$ cat config.mk
export PLATFORM = sky130hd
export DESIGN_NAME = branch_target_buffer
export DESIGN_NICKNAME = d
export VERILOG_FILES = /design/src/rtl/branch_target_buffer.sv
export SDC_FILE = /design/constraint.sdc
export NUM_CORES = 2
export LEC_CHECK = 0
export CAP_MARGIN = 0
export CELL_PAD_IN_SITES_DETAIL_PLACEMENT = 1
export CELL_PAD_IN_SITES_GLOBAL_PLACEMENT = 2
export CORE_ASPECT_RATIO = 1.2
export CORE_MARGIN = 4
export CORE_UTILIZATION = 46
export DETAILED_ROUTE_END_ITERATION = 6
export GPL_TIMING_DRIVEN = 0
export MAX_ROUTING_LAYER = met4
export PLACE_DENSITY = 0.95
export SKIP_LAST_GASP = 1
export SLEW_MARGIN = 40
export SYNTH_ARGS = -nofsm -noshare
export SYNTH_HDL_FRONTEND = slang
export SYNTH_SLANG_ARGS = --single-unit
$ cat constraint.sdc
create_clock -name clk -period 6.25 [get_ports clk]
set_input_delay 0.625 -clock clk [delete_from_list [all_inputs] [get_ports clk]]
set_output_delay 0.625 -clock clk [all_outputs]
set_load 0.01 [all_outputs]
$ cat src/rtl/branch_target_buffer.sv
// -----------------------------------------------------------------------------
// branch_target_buffer
//
// Direct-mapped branch target buffer with 2-bit saturating direction counters
// for the fetch stage. Lookup is combinational from registered state; resolved
// branch updates from the execute stage are written on the rising clock edge.
//
// Optional feature macro: BTB_BYPASS_EN
//   When defined, a lookup whose word address equals the word address of a
//   same-cycle update sees the entry as it will be after that update.
//   When undefined, lookups read registered state only.
//
// Parameters:
//   ENTRIES               number of entries (power of two, >= 2)
//
// Ports:
//   clk                   clock, all state updates on the rising edge
//   reset                 synchronous active-high reset, clears every entry
//   lookup_pc             current fetch PC
//   predict_taken         predicted taken
//   predict_target        next-fetch PC (entry target or lookup_pc + 4)
//   btb_hit               valid entry with matching tag
//   btb_update_en         execute stage has a resolved instruction
//   btb_pc_update         PC of the resolved instruction
//   btb_target_actual     resolved target
//   btb_is_branch_or_jmp  resolved taken
// -----------------------------------------------------------------------------

package riscv_pkg;
  parameter int XLEN = 32;
endpackage

module branch_target_buffer
  import riscv_pkg::*;
#(
  parameter int ENTRIES = 16
) (
  input  logic            clk,
  input  logic            reset,
  input  logic [XLEN-1:0] lookup_pc,
  output logic            predict_taken,
  output logic [XLEN-1:0] predict_target,
  output logic            btb_hit,
  input  logic            btb_update_en,
  input  logic [XLEN-1:0] btb_pc_update,
  input  logic [XLEN-1:0] btb_target_actual,
  input  logic            btb_is_branch_or_jmp
);

  localparam int IDX  = $clog2(ENTRIES);
  localparam int TAGW = XLEN - IDX - 2;
  localparam logic [XLEN-1:0] PC_STEP = XLEN'(3'd4);

  // Saturating counter helpers.
  function automatic logic [1:0] ctr_inc(input logic [1:0] c);
    if (c == 2'b11) begin
      return 2'b11;
    end else begin
      return c + 2'b01;
    end
  endfunction

  function automatic logic [1:0] ctr_dec(input logic [1:0] c);
    if (c == 2'b00) begin
      return 2'b00;
    end else begin
      return c - 2'b01;
    end
  endfunction

  logic [ENTRIES-1:0]            valid_q, valid_d;
  logic [ENTRIES-1:0][TAGW-1:0]  tag_q, tag_d;
  logic [ENTRIES-1:0][XLEN-1:0]  target_q, target_d;
  logic [ENTRIES-1:0][1:0]       ctr_q, ctr_d;

  logic [IDX-1:0]  upd_idx_s;
  logic [TAGW-1:0] upd_tag_s;
  logic            upd_hit_s;
  logic            upd_we_s;
  logic            new_valid_s;
  logic [TAGW-1:0] new_tag_s;
  logic [XLEN-1:0] new_target_s;
  logic [1:0]      new_ctr_s;

  logic [IDX-1:0]  lk_idx_s;
  logic [TAGW-1:0] lk_tag_s;
  logic            rd_valid_s;
  logic [TAGW-1:0] rd_tag_s;
  logic [XLEN-1:0] rd_target_s;
  logic [1:0]      rd_ctr_s;

  // Update decode: the new_* signals always hold the post-update view of the
  // indexed entry (equal to the current entry when nothing is written), which
  // lets the optional bypass reuse them directly.
  always_comb begin
    upd_idx_s    = IDX'(btb_pc_update >> 2);
    upd_tag_s    = TAGW'(btb_pc_update >> (IDX + 2));
    upd_hit_s    = valid_q[upd_idx_s] && (tag_q[upd_idx_s] == upd_tag_s);
    new_valid_s  = valid_q[upd_idx_s];
    new_tag_s    = tag_q[upd_idx_s];
    new_target_s = target_q[upd_idx_s];
    new_ctr_s    = ctr_q[upd_idx_s];
    upd_we_s     = 1'b0;
    if (btb_update_en && !reset) begin
      if (btb_is_branch_or_jmp) begin
        upd_we_s     = 1'b1;
        new_target_s = btb_target_actual;
        if (upd_hit_s) begin
          new_ctr_s = ctr_inc(ctr_q[upd_idx_s]);
        end else begin
          // Allocate, replacing any different-tag occupant.
          new_valid_s = 1'b1;
          new_tag_s   = upd_tag_s;
          new_ctr_s   = 2'b10;
        end
      end else begin
        if (upd_hit_s) begin
          upd_we_s  = 1'b1;
          new_ctr_s = ctr_dec(ctr_q[upd_idx_s]);
        end else begin
          // Not-taken miss (including non-branches) leaves the table alone.
          upd_we_s = 1'b0;
        end
      end
    end else begin
      upd_we_s = 1'b0;
    end
  end

  // Next-state table: only the indexed entry can change.
  always_comb begin
    valid_d  = valid_q;
    tag_d    = tag_q;
    target_d = target_q;
    ctr_d    = ctr_q;
    if (upd_we_s) begin
      valid_d[upd_idx_s]  = new_valid_s;
      tag_d[upd_idx_s]    = new_tag_s;
      target_d[upd_idx_s] = new_target_s;
      ctr_d[upd_idx_s]    = new_ctr_s;
    end else begin
      valid_d = valid_q;
    end
  end

  // Table state registers with synchronous reset.
  always_ff @(posedge clk) begin
    if (reset) begin
      valid_q  <= '0;
      tag_q    <= '0;
      target_q <= '0;
      ctr_q    <= '0;
    end else begin
      valid_q  <= valid_d;
      tag_q    <= tag_d;
      target_q <= target_d;
      ctr_q    <= ctr_d;
    end
  end

  // Lookup read, optionally forwarding a same-cycle update to the same PC.
  always_comb begin
    lk_idx_s    = IDX'(lookup_pc >> 2);
    lk_tag_s    = TAGW'(lookup_pc >> (IDX + 2));
    rd_valid_s  = valid_q[lk_idx_s];
    rd_tag_s    = tag_q[lk_idx_s];
    rd_target_s = target_q[lk_idx_s];
    rd_ctr_s    = ctr_q[lk_idx_s];
`ifdef BTB_BYPASS_EN
    if (btb_update_en && !reset && ((lookup_pc >> 2) == (btb_pc_update >> 2))) begin
      rd_valid_s  = new_valid_s;
      rd_tag_s    = new_tag_s;
      rd_target_s = new_target_s;
      rd_ctr_s    = new_ctr_s;
    end else begin
      rd_valid_s = valid_q[lk_idx_s];
    end
`else
    rd_valid_s = valid_q[lk_idx_s];
`endif
  end

  // Prediction outputs; the fall-through PC wraps naturally at XLEN bits.
  always_comb begin
    btb_hit       = rd_valid_s && (rd_tag_s == lk_tag_s);
    predict_taken = btb_hit && rd_ctr_s[1];
    if (predict_taken) begin
      predict_target = rd_target_s;
    end else begin
      predict_target = lookup_pc + PC_STEP;
    end
  end

endmodule

After elaboration in Yosys (flattened, before gate mapping). Index checks and enable logic that the tools add are counted.

Add/sub/neg operators: 3. $lt $le $gt $ge: 3. Equality and inequality tests: 3. Mux-type cells: 46. Reductions and logical operators: 7.

Operators with widths (count): $bwmux W512 (1); $bwmux W416 (1); $bmux W32 S4 (2); $bmux W26 S4 (2); $mux W32 (6); $mux W26 (6); $demux W32 S4 (1); $demux W26 S4 (1); $eq A26 B26 Y1 (2); $add A32 B3 Y32 const B (1); $bwmux W32 (1); $mux W2 (9); $bmux W2 S4 (2); $bwmux W16 (1); $lt A4 B5 Y1 const B (2); $mux W1 (9); $bmux W1 S4 (2); $demux W2 S4 (1); $logic_and A1 B1 Y1 (5); $demux W1 S4 (1); $ge A4 B1 Y1 const B (1); $add A2 B1 Y2 const B (1); $eq A2 B2 Y1 const B (1); $logic_not A2 Y1 (1); other kinds (2) (2).

Bits in registers: 976. Input bits: 100. Output and inout port bits: 34. Word-level logic and storage cells: 111.

Logic depth before layout (Yosys ltp).
Depth after elaboration: 8. Gate-level depth with buffers: 17. Gate-level depth less buffers: 10.

Worst setup path before layout. OpenSTA, ideal clock, no wires.

Kind: input to output. Start point: input port lookup_pc[2]. End point: output port predict_target[30]. Arrival: 4259 ps. Data required time: 5625 ps. Setup slack: 1366 ps. Stages on the path: 13. Path buffers: 6. Cells stage by stage: buf_2 buf_4 buf_2 buf_2 mux4_2 mux4_2 xnor2_1 nand4_1 nor4_2 and2_1 buf_4 buf_4 mux2_2.

Longest elaborated chain between the ends: 6. Elaborated cells between the ends (all ways): 13. Those cells by class: 1 x add/sub; 1 x eq/ne; 9 x mux; 2 x reduce/logical.

RTL lines: start: declaration (line 40) `input logic [XLEN-1:0] lookup_pc,`; $bmux W26 S4 (line 166) `rd_tag_s = tag_q[lk_idx_s];`; $mux W26 (not written as such) (line 166); $eq A26 B26 Y1 (line 185) `btb_hit = rd_valid_s && (rd_tag_s == lk_tag_s);`; $logic_and A1 B1 Y1 (*) (line 185); net btb_hit (line 43) `output logic btb_hit,`; $logic_and A1 B1 Y1 (*) (line 186) `predict_taken = btb_hit && rd_ctr_s[1];`; net predict_taken (line 41) `output logic predict_taken,`; $mux W32 (*) (line 187) `if (predict_taken) begin`; end: declaration (line 42) `output logic [XLEN-1:0] predict_target,`.

The timed path passes the listed nets; every way through them passes the cells marked *. The select of a mux whose other input is x is not followed.

Worst setup path after layout.
Start point: input port btb_pc_update[3]. End point: register target_q[226] in the netlist's numbering.

Longest elaborated chain between the ends: 7. Elaborated cells between the ends (all ways): 19. Those cells by class: 2 x order compare; 1 x eq/ne; 14 x mux; 2 x reduce/logical.

RTL lines: start: declaration (line 45) `input logic [XLEN-1:0] btb_pc_update,`; $bmux W26 S4 (line 98) `upd_hit_s = valid_q[upd_idx_s] && (tag_q[upd_idx_s] == upd_tag_s);`; $mux W26 (not written as such) (line 98); $eq A26 B26 Y1 (line 98); $logic_and A1 B1 Y1 (line 98); $mux W1 (line 117) `if (upd_hit_s) begin`; $mux W1 (line 105) `if (btb_is_branch_or_jmp) begin`; $mux W1 (line 104) `if (btb_update_en && !reset) begin`; end signal: assignment (line 156) `target_q <= target_d;`; end: declaration (line 73) `logic [ENTRIES-1:0][XLEN-1:0] target_q, target_d;`.

Parallel ways exist; a longest one is shown, timed or not. The select of a mux whose other input is x is not followed. A chain may end at the register's enable or synchronous reset.

==> key figures <==
CTS
  • H-Tree Level Count: 3
  • Sink Count: approximately 980
  • TritonCTS Buffers: 105
  • Cts hold-fix bufs: 0
  • CTS tree: yes
  • Clk pin slew, worst setup/hold paths: around 60 ps
  • Clock root buffer: clkbuf_16
  • Maximum clock insertion buffer count: 3
  • Worst-Skew Late Latency: 770 ps

Flow run
  • Max Cap Viol: 0

Global route
  • Initial antenna violation count: 14
  • Gr usage total: ~44%
  • First-pass GRT wire length: 354 mm
  • Gr ovfl total: 0
  • Number of global-route vias before repair: approximately 47000
  • Largest net degree at the start of global routing: 15

Synth
  • Number of synthesized flops with an enable pin: 0
  • Synth Flop Type: dfxtp_1
  • Yosys top cell by area: dfxtp_1
  • Top cells by area, synth: dfxtp_1 (38%), mux4_2 (24%), mux2i_1 (13%), nand2_1 (5.4%), o2bb2ai_1 (3.2%)
  • Yosys reg bits: 976
  • Post-Synthesis Mean Instance Area: 11.4 um^2
  • Synth top area share: 37.8%
  • Yosys warns: 0
  • Mapped cell area: approximately 0.052 mm^2
  • Post-synth ARST share: 0%
  • Syn Inst Count: roughly 4500
  • Seq/Total Area, Yosys: approximately 38%
  • Netlist cell types: 73
  • Synthesized Nets: 4614

Final layout
  • Layout cell share with drive strength beyond 1: between 20% and 30%
  • Most frequent cells in the layout: dfxtp_1 (976), nand2_1 (737), mux2i_1 (670)
  • Fin area: between 0.05 and 0.06 mm^2
  • Final #Nets: 4854
  • Commonest non-fill, non-tap cell in the layout: dfxtp_1
  • Synth-to-Final Area Change: 14.4%
  • Layout Cells excl Fill: roughly 6300

Critical path
  • Crit path required time: a little under 7000 ps
  • Most used cell along the critical path: buf_6
  • Startpoint types: input port
  • Crit Path Class: input port to flip-flop
  • Worst Path Arrival: between 6000 and 7000 ps
  • Max incr delay on CP: a little over 600 ps
  • CP Cell Sequence: clkdlybuf4s50_1, buf_6, buf_4, buf_6, buf_6, buf_4, mux4_2, mux2i_2, mux2i_1, xnor2_2, nand4_1, nor4_4, a31oi_1, buf_2, nor2_4, buf_2, mux2i_1
  • CP max-delay cell: clkdlybuf4s50_1
  • Worst setup EP type: flip-flop
  • Crit-path max FO: 10

Placed design
  • Hpwl dp: around 180 mm
  • IO buf count: 125
  • Placement Setup Slack: -1860 ps
  • Area after DPL: 0.0551 mm^2
  • Placed cell count: between 6000 and 7000
  • GP Congestion: 1.07

Run status
  • Failing checks: design-rule violations, negative setup slack
  • Status: finished, violations left

STA
  • Clk_skew: approximately 44 ps
  • Fmax: around 0.16 GHz
  • Max-slew headroom: roughly a third
  • RSZ-0062 raised after global routing: no
  • Worst-Margin Slew: 1000 ps
  • Setup ws final: -24.6 ps
  • Final-report hold violation count: 0
  • Fin crit period: 6270 ps
  • Fin crit share: 100%
  • Slew Viols, Final: 0
  • Final Setup Violations: 7

Drt
  • Vias per inst: 7.21
  • Vias: 45752
  • Wire per inst: 40.2 um
  • Remaining antenna violation count after routing: 0
  • DRC viols: 6
  • Drt first pass iters: 7
  • Total wire length: ~260 mm
  • DRT iter0 DRCs: slightly below 7000

Die
  • Initial core utilization: 46.4%
  • DIE AREA: 0.118 mm^2
  • Die Width: 314 um
  • Core area: 0.111 mm^2
  • # rows: 134
  • I/O pins: 134
  • Die height: 375 um

Power
  • Combinational share of power: 10.6%
  • PwrDens: between 200 and 250 mW/mm^2
  • P_int: between 10000 and 15000 uW
  • Net Switching: 3950 uW
  • Switching Share: a little over a quarter
  • Worst vdd ir: 0.216 mV
  • P_leak: about 0.022 uW
  • Reg power frac: 43.5%
  • Clock share of power: between 40% and 50%

Min path
  • HP Class: flip-flop to flip-flop
## sequential cells by signal, summed over array words and instances, names as in the netlist
signal,cells
target_q,512
tag_q,416
ctr_q,32
valid_q,16
## critical path, delay by kind of cell
family / cells / cell delay [ps]
muxes: 4 / 1290
buffers and inverters: 8 / 3050
and+or+nand+nor: 3 / 1140
xor gates and xnor gates: 1 / 390
AOI/OAI and AO/OA: 1 / 380
## power by group through the flow
| stage | combinational [uW] | clock, uW | sequential, uW |
|---|---|---|---|
| 6_report | 1530 | 6590 | 6260 |
| 5_1_grt | 1510 | 6800 | 6250 |
| 4_1_cts | 1450 | 6540 | 6260 |
| 3_5_place_dp | 1420 | 0 | 6390 |
| 3_3_place_gp | 1400 | 0 | 6390 |
| 2_1_floorplan | 721 | 0 | 6390 |
## final cells by class
type / count / area [um^2]
fillers: 11653 / 52300
multi-input cells: 3040 / 30000
flip-flops and latches: 976 / 19500
clock buffers: 161 / 3170
plain buffers: 480 / 2680
well taps: 1496 / 1870
repair buffers: 133 / 1360
clock inverters: 33 / 375
inverters: 17 / 63.8
diodes: 11 / 27.5
## worst paths after layout
check | from | to | slack (ps) | cells past startpoint
worst max-delay path | btb_pc_update[3] | target_q[226]$_SDFFE_PP0P_ | -20 | 17
worst min-delay path | target_q[391]$_SDFFE_PP0P_ | target_q[391]$_SDFFE_PP0P_ | 470 | 2
worst max register to register | tag_q[409]$_SDFFE_PP0P_ | target_q[226]$_SDFFE_PP0P_ | 1520 | 11
worst min register to register | target_q[391]$_SDFFE_PP0P_ | target_q[391]$_SDFFE_PP0P_ | 470 | 2
## layer usage
layer,wire length [um],GRT usage [%],vias to the layer above
met5,0,-,-
met4,29400,39.0,0
met3,29000,12.7,1402
met2,111000,64.1,3695
met1,85500,47.9,23030
li1,-,-,17625
## cells by family after synthesis
logic type	count (synthesis)	synth area share, %
fa+ha+maj	2	0.0436
compound gates	732	10.2
xor+xnor	81	1.37
flops	976	37.8
buf+inv	497	4.50
simple gates	935	7.53
mux	1290	38.5
## synthesized netlist by cell type (3+ instances only)
cell,count
o2bb2ai_1,190
nor3_1,31
buf_2,116
buf_6,11
mux2i_4,8
a21oi_1,197
nor2b_1,9
a221oi_1,3
nand2b_1,8
o21a_1,17
a2111oi_0,5
buf_4,48
buf_8,3
mux4_2,539
a22o_1,25
o22ai_1,10
a31oi_1,3
nor2_2,6
clkbuf_1,265
or2_2,6
nand3_1,44
xor2_1,25
nand4_1,15
mux2i_1,674
xnor2_1,56
mux2_2,55
nand2_1,738
mux2i_2,14
nor4_1,11
a211oi_1,24
a211o_1,4
a22oi_1,27
or3_1,11
o31ai_1,160
o21ai_0,31
and2_1,5
buf_1,36
nor2_1,29
a32o_1,3
and3_1,10
inv_1,15
dfxtp_1,976
a31oi_2,8
a31o_2,4
## metrics by stage
step,hold WS (ps),util [%],TNS [ps],total power [uW]
6_report,471,53.1,-59.6,14400
5_1_grt,491,53.1,0,14600
4_1_cts,465,53.0,-2040,14200
3_5_place_dp,457,49.5,-681210,7810
3_3_place_gp,443,49.2,-837710,7790
2_1_floorplan,435,-,0,7110
## timing repair
item / 4_1_cts / 5_1_grt
endpoints found under the setup margin: 461 / 398
resized for setup: 100 / 21
setup buffers: 1 / 0
pin swaps: 3 / 1
cloned: 0 / 0
(Power assumes the default switching activity.)
